`src/rtl/audio_light_pkg.sv`:
```
// Shared band indices, per-band trigger states and the magnitude-to-bar scaling helper.
package audio_light_pkg;

  localparam int BAND_HIGH = 0;
  localparam int BAND_MID  = 1;
  localparam int BAND_LOW  = 2;

  typedef enum logic [1:0] {TRIG_OFF, TRIG_HOLD, TRIG_TRACK} trig_state_t;

  function automatic logic [31:0] scale_level(input logic [31:0] mag,
                                              input int unsigned shift,
                                              input logic [31:0] max_level);
    logic [31:0] shifted;
    shifted = mag >> shift;
    return (shifted > max_level) ? max_level : shifted;
  endfunction

endpackage

```
`src/rtl/band_trigger_fsm.sv`:
```
// One band: OFF/HOLD/TRACK light FSM with minimum-on hold counter; light/pulse valid one clk after level_valid.
// No backpressure. THRESHOLD_HYSTERESIS_EN lowers the turn-off level by HYST pixels.
module band_trigger_fsm
  import audio_light_pkg::*;
#(
  parameter int unsigned HOLD_CYCLES = 3062500,
  parameter int unsigned HYST        = 8
) (
  input  logic        clk,
  input  logic        rst_n,
  input  logic        level_valid,
  input  logic [31:0] level,
  input  logic [31:0] threshold,
  output logic        light,
  output logic        pulse
);

  localparam int unsigned CW = $clog2(HOLD_CYCLES + 1);
  localparam logic [CW-1:0] RELOAD = CW'(HOLD_CYCLES - 1);

`ifdef THRESHOLD_HYSTERESIS_EN
  localparam logic [31:0] HYST_EFF = 32'(HYST);
`else
  // Margin collapses to zero, so the off level equals the threshold itself.
  localparam logic [31:0] HYST_EFF = 32'(HYST * 0);
`endif

  trig_state_t   state_q, state_d;
  logic [CW-1:0] cnt_q, cnt_d;
  logic          pulse_d;
  logic          enabled;
  logic          above;
  logic          below_off;
  logic [31:0]   off_th;

  assign enabled   = (threshold != 32'd0);
  assign above     = enabled && (level >= threshold);
  // Saturates at 1 so a zero level always turns the light off.
  assign off_th    = (threshold > HYST_EFF) ? (threshold - HYST_EFF) : 32'd1;
  assign below_off = (level < off_th);

  always_comb begin
    state_d = state_q;
    cnt_d   = cnt_q;
    pulse_d = 1'b0;
    case (state_q)
      TRIG_OFF: begin
        if (level_valid && above) begin
          state_d = TRIG_HOLD;
          cnt_d   = RELOAD;
          pulse_d = 1'b1;
        end
      end
      TRIG_HOLD: begin
        if (level_valid && above) begin
          cnt_d = RELOAD;
        end else if (cnt_q == '0) begin
          state_d = TRIG_TRACK;
        end else begin
          cnt_d = cnt_q - 1'b1;
        end
      end
      TRIG_TRACK: begin
        if (level_valid && above) begin
          state_d = TRIG_HOLD;
          cnt_d   = RELOAD;
        end else if (level_valid && below_off) begin
          state_d = TRIG_OFF;
        end
      end
      default: begin
        state_d = TRIG_OFF;
        cnt_d   = '0;
      end
    endcase
    // Disabling the band overrides any remaining hold time.
    if (!enabled && (state_q != TRIG_OFF)) begin
      state_d = TRIG_OFF;
      cnt_d   = '0;
      pulse_d = 1'b0;
    end
  end

  always_ff @(posedge clk or negedge rst_n) begin
    if (!rst_n) begin
      state_q <= TRIG_OFF;
      cnt_q   <= '0;
      pulse   <= 1'b0;
    end else begin
      state_q <= state_d;
      cnt_q   <= cnt_d;
      pulse   <= pulse_d;
    end
  end

  assign light = (state_q != TRIG_OFF);

endmodule

```
`src/rtl/band_threshold_trigger.sv`:
```
// Scales three band magnitudes to saturated bar levels (1 clk) and drives per-band lights/triggers (2 clk).
// No backpressure: every sample_valid is processed. THRESHOLD_HYSTERESIS_EN enables off-hysteresis.
module band_threshold_trigger
  import audio_light_pkg::*;
#(
  parameter int unsigned BAR_REGION_HEIGHT = 359,
  parameter int unsigned MAG_SHIFT         = 8,
  parameter int unsigned HOLD_CYCLES       = 3062500,
  parameter int unsigned HYST              = 8
) (
  input  logic        clk,
  input  logic        rst_n,
  input  logic        sample_valid,
  input  logic [31:0] mag_low,
  input  logic [31:0] mag_mid,
  input  logic [31:0] mag_high,
  input  logic [31:0] low_threshold,
  input  logic [31:0] middle_threshold,
  input  logic [31:0] high_threshold,
  output logic [31:0] bar_level_low,
  output logic [31:0] bar_level_mid,
  output logic [31:0] bar_level_high,
  output logic        level_valid,
  output logic [2:0]  light_on,
  output logic [2:0]  trigger_pulse
);

  localparam logic [31:0] BAR_MAX = 32'(BAR_REGION_HEIGHT);

  always_ff @(posedge clk or negedge rst_n) begin
    if (!rst_n) begin
      bar_level_low  <= '0;
      bar_level_mid  <= '0;
      bar_level_high <= '0;
      level_valid    <= 1'b0;
    end else begin
      level_valid <= sample_valid;
      if (sample_valid) begin
        bar_level_low  <= scale_level(mag_low,  MAG_SHIFT, BAR_MAX);
        bar_level_mid  <= scale_level(mag_mid,  MAG_SHIFT, BAR_MAX);
        bar_level_high <= scale_level(mag_high, MAG_SHIFT, BAR_MAX);
      end
    end
  end

  band_trigger_fsm #(.HOLD_CYCLES(HOLD_CYCLES), .HYST(HYST)) u_band_low (
    .clk         (clk),
    .rst_n       (rst_n),
    .level_valid (level_valid),
    .level       (bar_level_low),
    .threshold   (low_threshold),
    .light       (light_on[BAND_LOW]),
    .pulse       (trigger_pulse[BAND_LOW])
  );

  band_trigger_fsm #(.HOLD_CYCLES(HOLD_CYCLES), .HYST(HYST)) u_band_mid (
    .clk         (clk),
    .rst_n       (rst_n),
    .level_valid (level_valid),
    .level       (bar_level_mid),
    .threshold   (middle_threshold),
    .light       (light_on[BAND_MID]),
    .pulse       (trigger_pulse[BAND_MID])
  );

  band_trigger_fsm #(.HOLD_CYCLES(HOLD_CYCLES), .HYST(HYST)) u_band_high (
    .clk         (clk),
    .rst_n       (rst_n),
    .level_valid (level_valid),
    .level       (bar_level_high),
    .threshold   (high_threshold),
    .light       (light_on[BAND_HIGH]),
    .pulse       (trigger_pulse[BAND_HIGH])
  );

endmodule

```
`config.mk`:
```
export PLATFORM = sky130hd
export DESIGN_NAME = band_threshold_trigger
export DESIGN_NICKNAME = d
export VERILOG_FILES = /design/src/rtl/audio_light_pkg.sv /design/src/rtl/band_trigger_fsm.sv /design/src/rtl/band_threshold_trigger.sv
export SDC_FILE = /design/constraint.sdc
export NUM_CORES = 1
export LEC_CHECK = 0
export CORE_ASPECT_RATIO = 0.8
export CORE_UTILIZATION = 54
export DETAILED_ROUTE_END_ITERATION = 16
export GPL_TIMING_DRIVEN = 0
export PLACE_DENSITY = 0.91
export RECOVER_POWER = 25
export SETUP_SLACK_MARGIN = 0.5
export SLEW_MARGIN = 25
export SYNTH_ARGS = -nofsm -noshare
export SYNTH_HDL_FRONTEND = slang
export SYNTH_SLANG_ARGS = --single-unit
```
`constraint.sdc`:
```
create_clock -name clk -period 8.5 [get_ports clk]
set_clock_uncertainty 0.2 [all_clocks]
set_input_delay 1.275 -clock clk [delete_from_list [all_inputs] [get_ports clk]]
set_output_delay 1.275 -clock clk [all_outputs]
set_load 0.01 [all_outputs]
```
==> results of run 1 <==
==> registers in the layout (all words and copies together) (netlist names), 2 cells and up <==
signal,cells
bar_level_mid,24
u_band_mid.state_q,2
u_band_high.cnt_q,22
u_band_low.cnt_q,22
bar_level_low,24
bar_level_high,24
u_band_low.state_q,2
u_band_high.state_q,2
u_band_mid.cnt_q,22
==> final timing paths <==
path / start / to / depth (start not counted)
worst max register to register: u_band_mid.cnt_q[0] / u_band_mid.cnt_q[1] / 9
worst min register to register: u_band_mid.cnt_q[13] / u_band_mid.cnt_q[13] / 1
worst min-delay path: u_band_mid.cnt_q[13] / u_band_mid.cnt_q[13] / 1
max in group clk: high_threshold[3] / u_band_high.cnt_q[0] / 11
worst max-delay path: rst_n / bar_level_high[23] / 1
min in group asynchronous: rst_n / u_band_low.pulse / 1
==> stage by stage <==
| step | power, uW | area (sq um) | hold WS (ps) | utilization [%] |
|---|---|---|---|---|
| finish | 1700 | 14700 | 299 | 73.4 |
| global route | 1750 | 14700 | 315 | 73.4 |
| CTS | 1700 | 14700 | 298 | 73.5 |
| detailed placement | 922 | 14100 | 282 | 70.4 |
| global placement | 914 | 14000 | 278 | 70.2 |
| floorplan | 792 | 11200 | 256 | - |
==> final cells by class <==
cell class / instances / area [sq um]
inverters: 182 / 683
clock buffers: 22 / 484
plain buffers: 67 / 377
repair buffers: 251 / 2520
well taps: 264 / 330
flip-flops and latches: 148 / 3700
clock inverters: 9 / 126
multi-input cells: 927 / 6440
fillers: 1332 / 5310
==> power by group <==
part	internal, uW	switching, uW
registers	705	1.09
logic	109	98.7
clock network	489	298
==> kinds of logic (layout without fill, tap and decap cells) <==
| group | Yosys count | count (layout) | synth area share (%) |
|---|---|---|---|
| XOR/XNOR | 23 | 23 | 1.81 |
| buffers and inverters | 249 | 531 | 9.54 |
| adder cells (fa/ha/maj) | 147 | 147 | 16.5 |
| flip-flops | 148 | 148 | 33.4 |
| AND/OR/NAND/NOR | 417 | 417 | 20.7 |
| other | 1 | 24 | 0.0338 |
| AO/OA/AOI/OAI | 315 | 315 | 18.0 |
| multiplexers | 1 | 1 | 0.0901 |
==> layer usage <==
metal | share of wire [%] | wire length, um | GRT usage [%] | vias to the layer above
met2 | 47 | 15500 | 54.4 | 535
met4 | 2.6 | 866 | 11.3 | 0
li1 | - | - | - | 5173
met1 | 42 | 13600 | 39.2 | 5231
met3 | 8.6 | 2810 | 7.79 | 90
met5 | 0 | 0 | 0 | -
==> Yosys cell counts, types with 17 or more instances <==
cell type	n	area (sq um)
nor3_1	34	170
nor2_1	85	319
clkbuf_1	31	116
nand3_1	22	110
a21oi_1	97	485
buf_4	30	225
nand4_1	25	156
dfrtp_1	148	3700
nand2_1	73	274
nor4_1	42	263
ha_1	144	1800
inv_1	182	683
o21ai_1	17	85.1
nor2b_1	57	357
o21ai_0	62	310
==> cell usage in the layout (no fill, tap or decap), types with 13 or more instances in the layout <==
cell             instances
a31oi_1                 13
nand3_1                 22
nand4_1                 25
buf_4                   30
a21oi_1                 97
conb_1                  24
nor2_1                  85
inv_1                  182
or3_1                   15
ha_1                   144
o21ai_0                 62
nand2_1                 73
nor2b_1                 57
o22a_1                  15
clkbuf_1                33
dfrtp_1                148
nor3_1                  34
o21ai_1                 17
xor2_1                  14
clkdlybuf4s50_1        247
a21o_1                  14
nor4_1                  41
clkbuf_16               17
==> summary.md, run 1 <==
| Metric | Value |
|---|---|
| Worst-margin pin slew | 4180 ps |
| Worst rel slew slack | -179% |
| Crit-path cells | clkbuf_1 |
| Iter 0 DRT Violations | 930 |
| Seq/Total Area, Yosys | 33.4% |
| Flop-to-flop setup slack | between 5000 and 6000 ps |
| CP Capture Type | asynchronous set/reset pin |
| I/O pin total | 298 |
| CP top delay family | buffers and inverters |
| Share of post-route cells with drive strength above 1 | 5.35% |
| Via count | 11000 |
| Library cells used by synthesis | 75 |
| Largest net degree at the start of global routing | 76 |
| First-pass GRT wire length | 53200 um |
| Setup TNS | 0 ps |
| Core Rows | 46 |
| Post-synth ARST share | 100% |
| Input/output buffers | approximately 250 |
| TritonRoute pass-1 iters | 6 |
| Cells after synthesis | 1301 |
| Non-filler instance count after layout | 1870 |
| Clk slew on worst S/H paths | 60 ps |
| Clock Path Buffers | 2 |
| Post-DR vias/cell | 5.90 |
| Post-CTS Resized | 0 |
| Hold Crit Class | reg2reg |
| Final antenna-violating net count | 0 |
| CP startpoint kind | input pin |
| Number of buffers created by CTS | 17 |
| N_diodes | 0 |
| Initial Utilization | 55.6% |
| Cell area after synthesis | 11100 sq um |
| Crit path time final | 4850 ps |
| Max-cap violation count | 1 |
| Synth warn | 0 |
| Static leakage | between 0.007 and 0.008 uW |
| Setup ws final | 3650 ps |
| Later-pin clock latency in the skew report | 440 ps |
| Core area | 20000 sq um |
| Die width | 162 um |
| Routability-driven placement congestion ratio | 0.953 |
| Drt total wl | between 30000 and 40000 um |
| Post-Place Worst Slack | 4070 ps |
| Total grt overflow | 0 |
| CP required | between 7000 and 8000 ps |
| WL per Instance | 17.5 um |
| Post-synth EDFFs | 0 |
| Die Y | 130 um |
| #FFs+latches synth | 148 |
| Run status | finished with violations |
| Hold buffers post-CTS | 0 |
| Final hold vios | 0 |
| RSZ-0062 raised after global routing | no |
| Final Cycle Share | 57.1% |
| H-tree depth | 4 |
| Initial antenna violation count | 0 |
| Slowest CP cell | clkbuf_1 |
| Post-CTS setup buffer count | 0 |
| Pwr Density | 116 nW/um^2 |
| Global Route Usage Sum | 31.8% |
| Clock Tree Root | clkbuf_16 |
| Area Growth Syn to Fin | 32.0% |
| DP Wirelength | 25100 um |
| Synth Flop Type | dfrtp_1 |
| Remaining DRCs | 0 |
| Final setup violation count | 0 |
| Clock Sinks | around 150 |
| Full die area | about 21000 sq um |
| Achievable frequency | 206 MHz |
| CTS tree | yes |
| Final nets | a little under 2000 |
| CP max stage delay | 2890 ps |
| VDD IR max | 0.0986 mV |
| Worst-path maximum fanout | 75 |
| CP Class | in2async |
| Number of global-route vias before repair | around 11000 |
| Failing checks | capacitance limit, slew limit |
| Post-Place Cells | 1839 |
| Syn avg cell area | 8.54 sq um |
| Crit path arrival time | roughly 4200 ps |
| WP buf/inv | 1 |
| Pins Over Slew Limit | 75 |
No activity file was read; power rests on OpenSTA's default activity.
==> run 2, diff against run 1 <==
Settings changed: CORE_UTILIZATION 54 to 50, PLACE_DENSITY 0.91 to 0.85.
Clock period 8.5 ns to 4.8 ns, I/O delays scaled along.
==> summary.md, run 2 (synthesis gave the netlist of run 1 again) <==
| Metric | Value |
|---|---|
| Run status | finished with violations |
| Failing checks | capacitance limit, slew limit |
| WL per Instance | 17.3 um (-1.4%) |
| CP Class | in2reg |
| Area Growth Syn to Fin | 33.1% |
| Crit path time final | roughly 3600 ps |
| Pwr Density | 217 nW/um^2 (+87%) |
| Initial Utilization | 51.2% (-4.4 points) |
| Clock power share | 49.5% (+3.2 points) |
| Post-CTS setup buffer count | 0 (unchanged) |
| Final setup violation count | 0 (unchanged) |
| H-tree depth | 4 (unchanged) |
| Worst-path maximum fanout | 10 (-87%) |
| Worst-case reg-to-reg path depth | 10 (+1) |
| Global Route Usage Sum | 29.8% (-2.0 points) |
| Hold Crit Class | reg2reg |
| Later-pin clock latency in the skew report | 440 ps (about the same) |
| Psw | 735 uW (+85%) |
| Sequential power share | 39.1% (-2.4 points) |
| Core Rows | 48 (+4.3%) |
| Remaining DRCs | 0 (unchanged) |
| Top flop regs | bar_level_high x24, bar_level_low x24, bar_level_mid x24 |
| First-pass GRT wire length | 54000 um (+1.5%) |
| CP required | 4960 ps (-2900 ps) |
| Static leakage | 0.00710 uW (+0.40%) |
| Most common cell after layout, fill and taps aside | clkdlybuf4s50_1 |
| Core area | 21700 sq um (+8.6%) |
| Worst-margin pin slew | 2330 ps (-1850 ps) |
| Worst rel slew slack | -55.6% (+120 points) |
| Max-cap violation count | 1 (unchanged) |
| Clock Path Buffers | 2 (unchanged) |
| Full die area | 22800 sq um (+7.9%) |
| CP startpoint kind | input pin |
| Number of buffers created by CTS | 17 (unchanged) |
| Final antenna-violating net count | 0 (unchanged) |
| N_diodes | 0 (unchanged) |
| Post-DR vias/cell | 5.73 (-2.8%) |
| Switch share | 23.0% (-0.38 points) |
| Share of post-route cells with drive strength above 1 | 5.42% (+0.066 points) |
| Routability-driven placement congestion ratio | 0.937 (-1.6%) |
| RSZ-0062 raised after global routing | no |
| Final nets | 1932 (-0.052%) |
| Internal Pwr Total | 2460 uW (+89%) |
| Final instance area | 14800 sq um (+0.78%) |
| DP Wirelength | 25200 um (+0.62%) |
| Largest net degree at the start of global routing | 91 (+20%) |
| Input/output buffers | 249 (unchanged) |
| Clock Tree Root | clkbuf_16 |
| Via count | 10900 (-0.94%) |
| Final hold vios | 0 (unchanged) |
| Hold buffers post-CTS | 0 (unchanged) |
| Total grt overflow | 0 (unchanged) |
| Number of global-route vias before repair | 11000 (+0.74%) |
| Post-CTS Resized | 0 (unchanged) |
| Achievable frequency | 280 MHz |
| Iter 0 DRT Violations | 820 (-12%) |
| TritonRoute pass-1 iters | 6 (unchanged) |
| I/O pin total | 298 (unchanged) |
| Crit path arrival time | 3730 ps (-480 ps) |
| Clk slew on worst S/H paths | 60 ps (about the same) |
| CP Capture Type | flop |
| Placed Instance Area | 14100 sq um (+0.28%) |
| Die width | 169 um (+3.9%) |
| VDD IR max | 0.204 mV (+110%) |
| Die Y | 135 um (+3.9%) |
| CTS tree | yes |
| Most frequent cells in the layout | 247 x clkdlybuf4s50_1, 182 x inv_1, 148 x dfrtp_1 |
| Final Cycle Share | 74.3% |
| Fill cells | 1626 (+22%) |
| Initial antenna violation count | 0 (unchanged) |
| Hold depth | 1 (unchanged) |
| Comb power frac | 11.5% (-0.7 points) |
| Clock Sinks | 148 (unchanged) |
| Drt total wl | 32900 um (+0.45%) |
| Pins Over Slew Limit | 90 (+20%) |
| Total Power | 3200 uW (+88%) |
[run 2: worst paths after layout]
| check | startpoint | end | slack [ps] |
|---|---|---|---|
| max | high_threshold[3] | u_band_high.pulse | 1230 |
| min in group asynchronous | rst_n | bar_level_low[17] | 770 |
| min reg2reg | u_band_high.cnt_q[8] | u_band_high.cnt_q[8] | 320 |
| min | u_band_high.cnt_q[8] | u_band_high.cnt_q[8] | 320 |
| max reg2reg | u_band_mid.cnt_q[0] | u_band_mid.cnt_q[20] | 1640 |
| max in group asynchronous | rst_n | bar_level_high[5] | 2260 |
[run 2: routing by layer]
metal | vias to the layer above | global-route usage [%] | share of wire, %
li1 | 5172 | - | -
met1 | 5159 | 36.9 | 42
met2 | 506 | 50.7 | 47
met3 | 88 | 8.06 | 8.5
met4 | 0 | 9.55 | 2.5
met5 | - | 0 | 0
[run 2: through the flow]
stage	TNS, ps	cells	setup slack [ps]	utilization, %	hold slack (ps)
finish	0	1905	1230	68.2	320
global route	0	1905	983	68.2	354
CTS	0	1905	1260	68.2	130
detailed placement	0	1874	817	65.1	298
global placement	-468410	1873	-3190	64.8	279
floorplan	0	1324	1890	-	224
[run 2: cell type report]
type                            count  area [sq um]  share of cell area [%]
Clock inverter                     14           259                    1.75
Timing Repair Buffer              250          2510                    17.0
Inverter                          182           683                    4.62
Sequential cell                   148          3700                    25.1
Tap cell                          300           375                    2.54
Multi-Input combinational cell    927          6440                    43.6
Clock buffer                       17           425                    2.88
Buffer                             67           377                    2.55
[run 2: worst max-delay path: stages]
cell and delay, ps:
clkdlybuf4s50_1 530, inv_1 60, ha_1 270, o21a_1 110, o21ai_0 70, a2111oi_0 470
o31ai_1 180, a2111oi_2 660, clkbuf_1 450, nor2b_1 210
[run 2: power groups by stage]
stage | combinational, uW | sequential (uW) | clock, uW
floorplan | 130 | 1270 | 0
global placement | 345 | 1270 | 0
detailed placement | 361 | 1270 | 0
CTS | 366 | 1250 | 1590
global route | 405 | 1250 | 1650
finish | 367 | 1250 | 1580
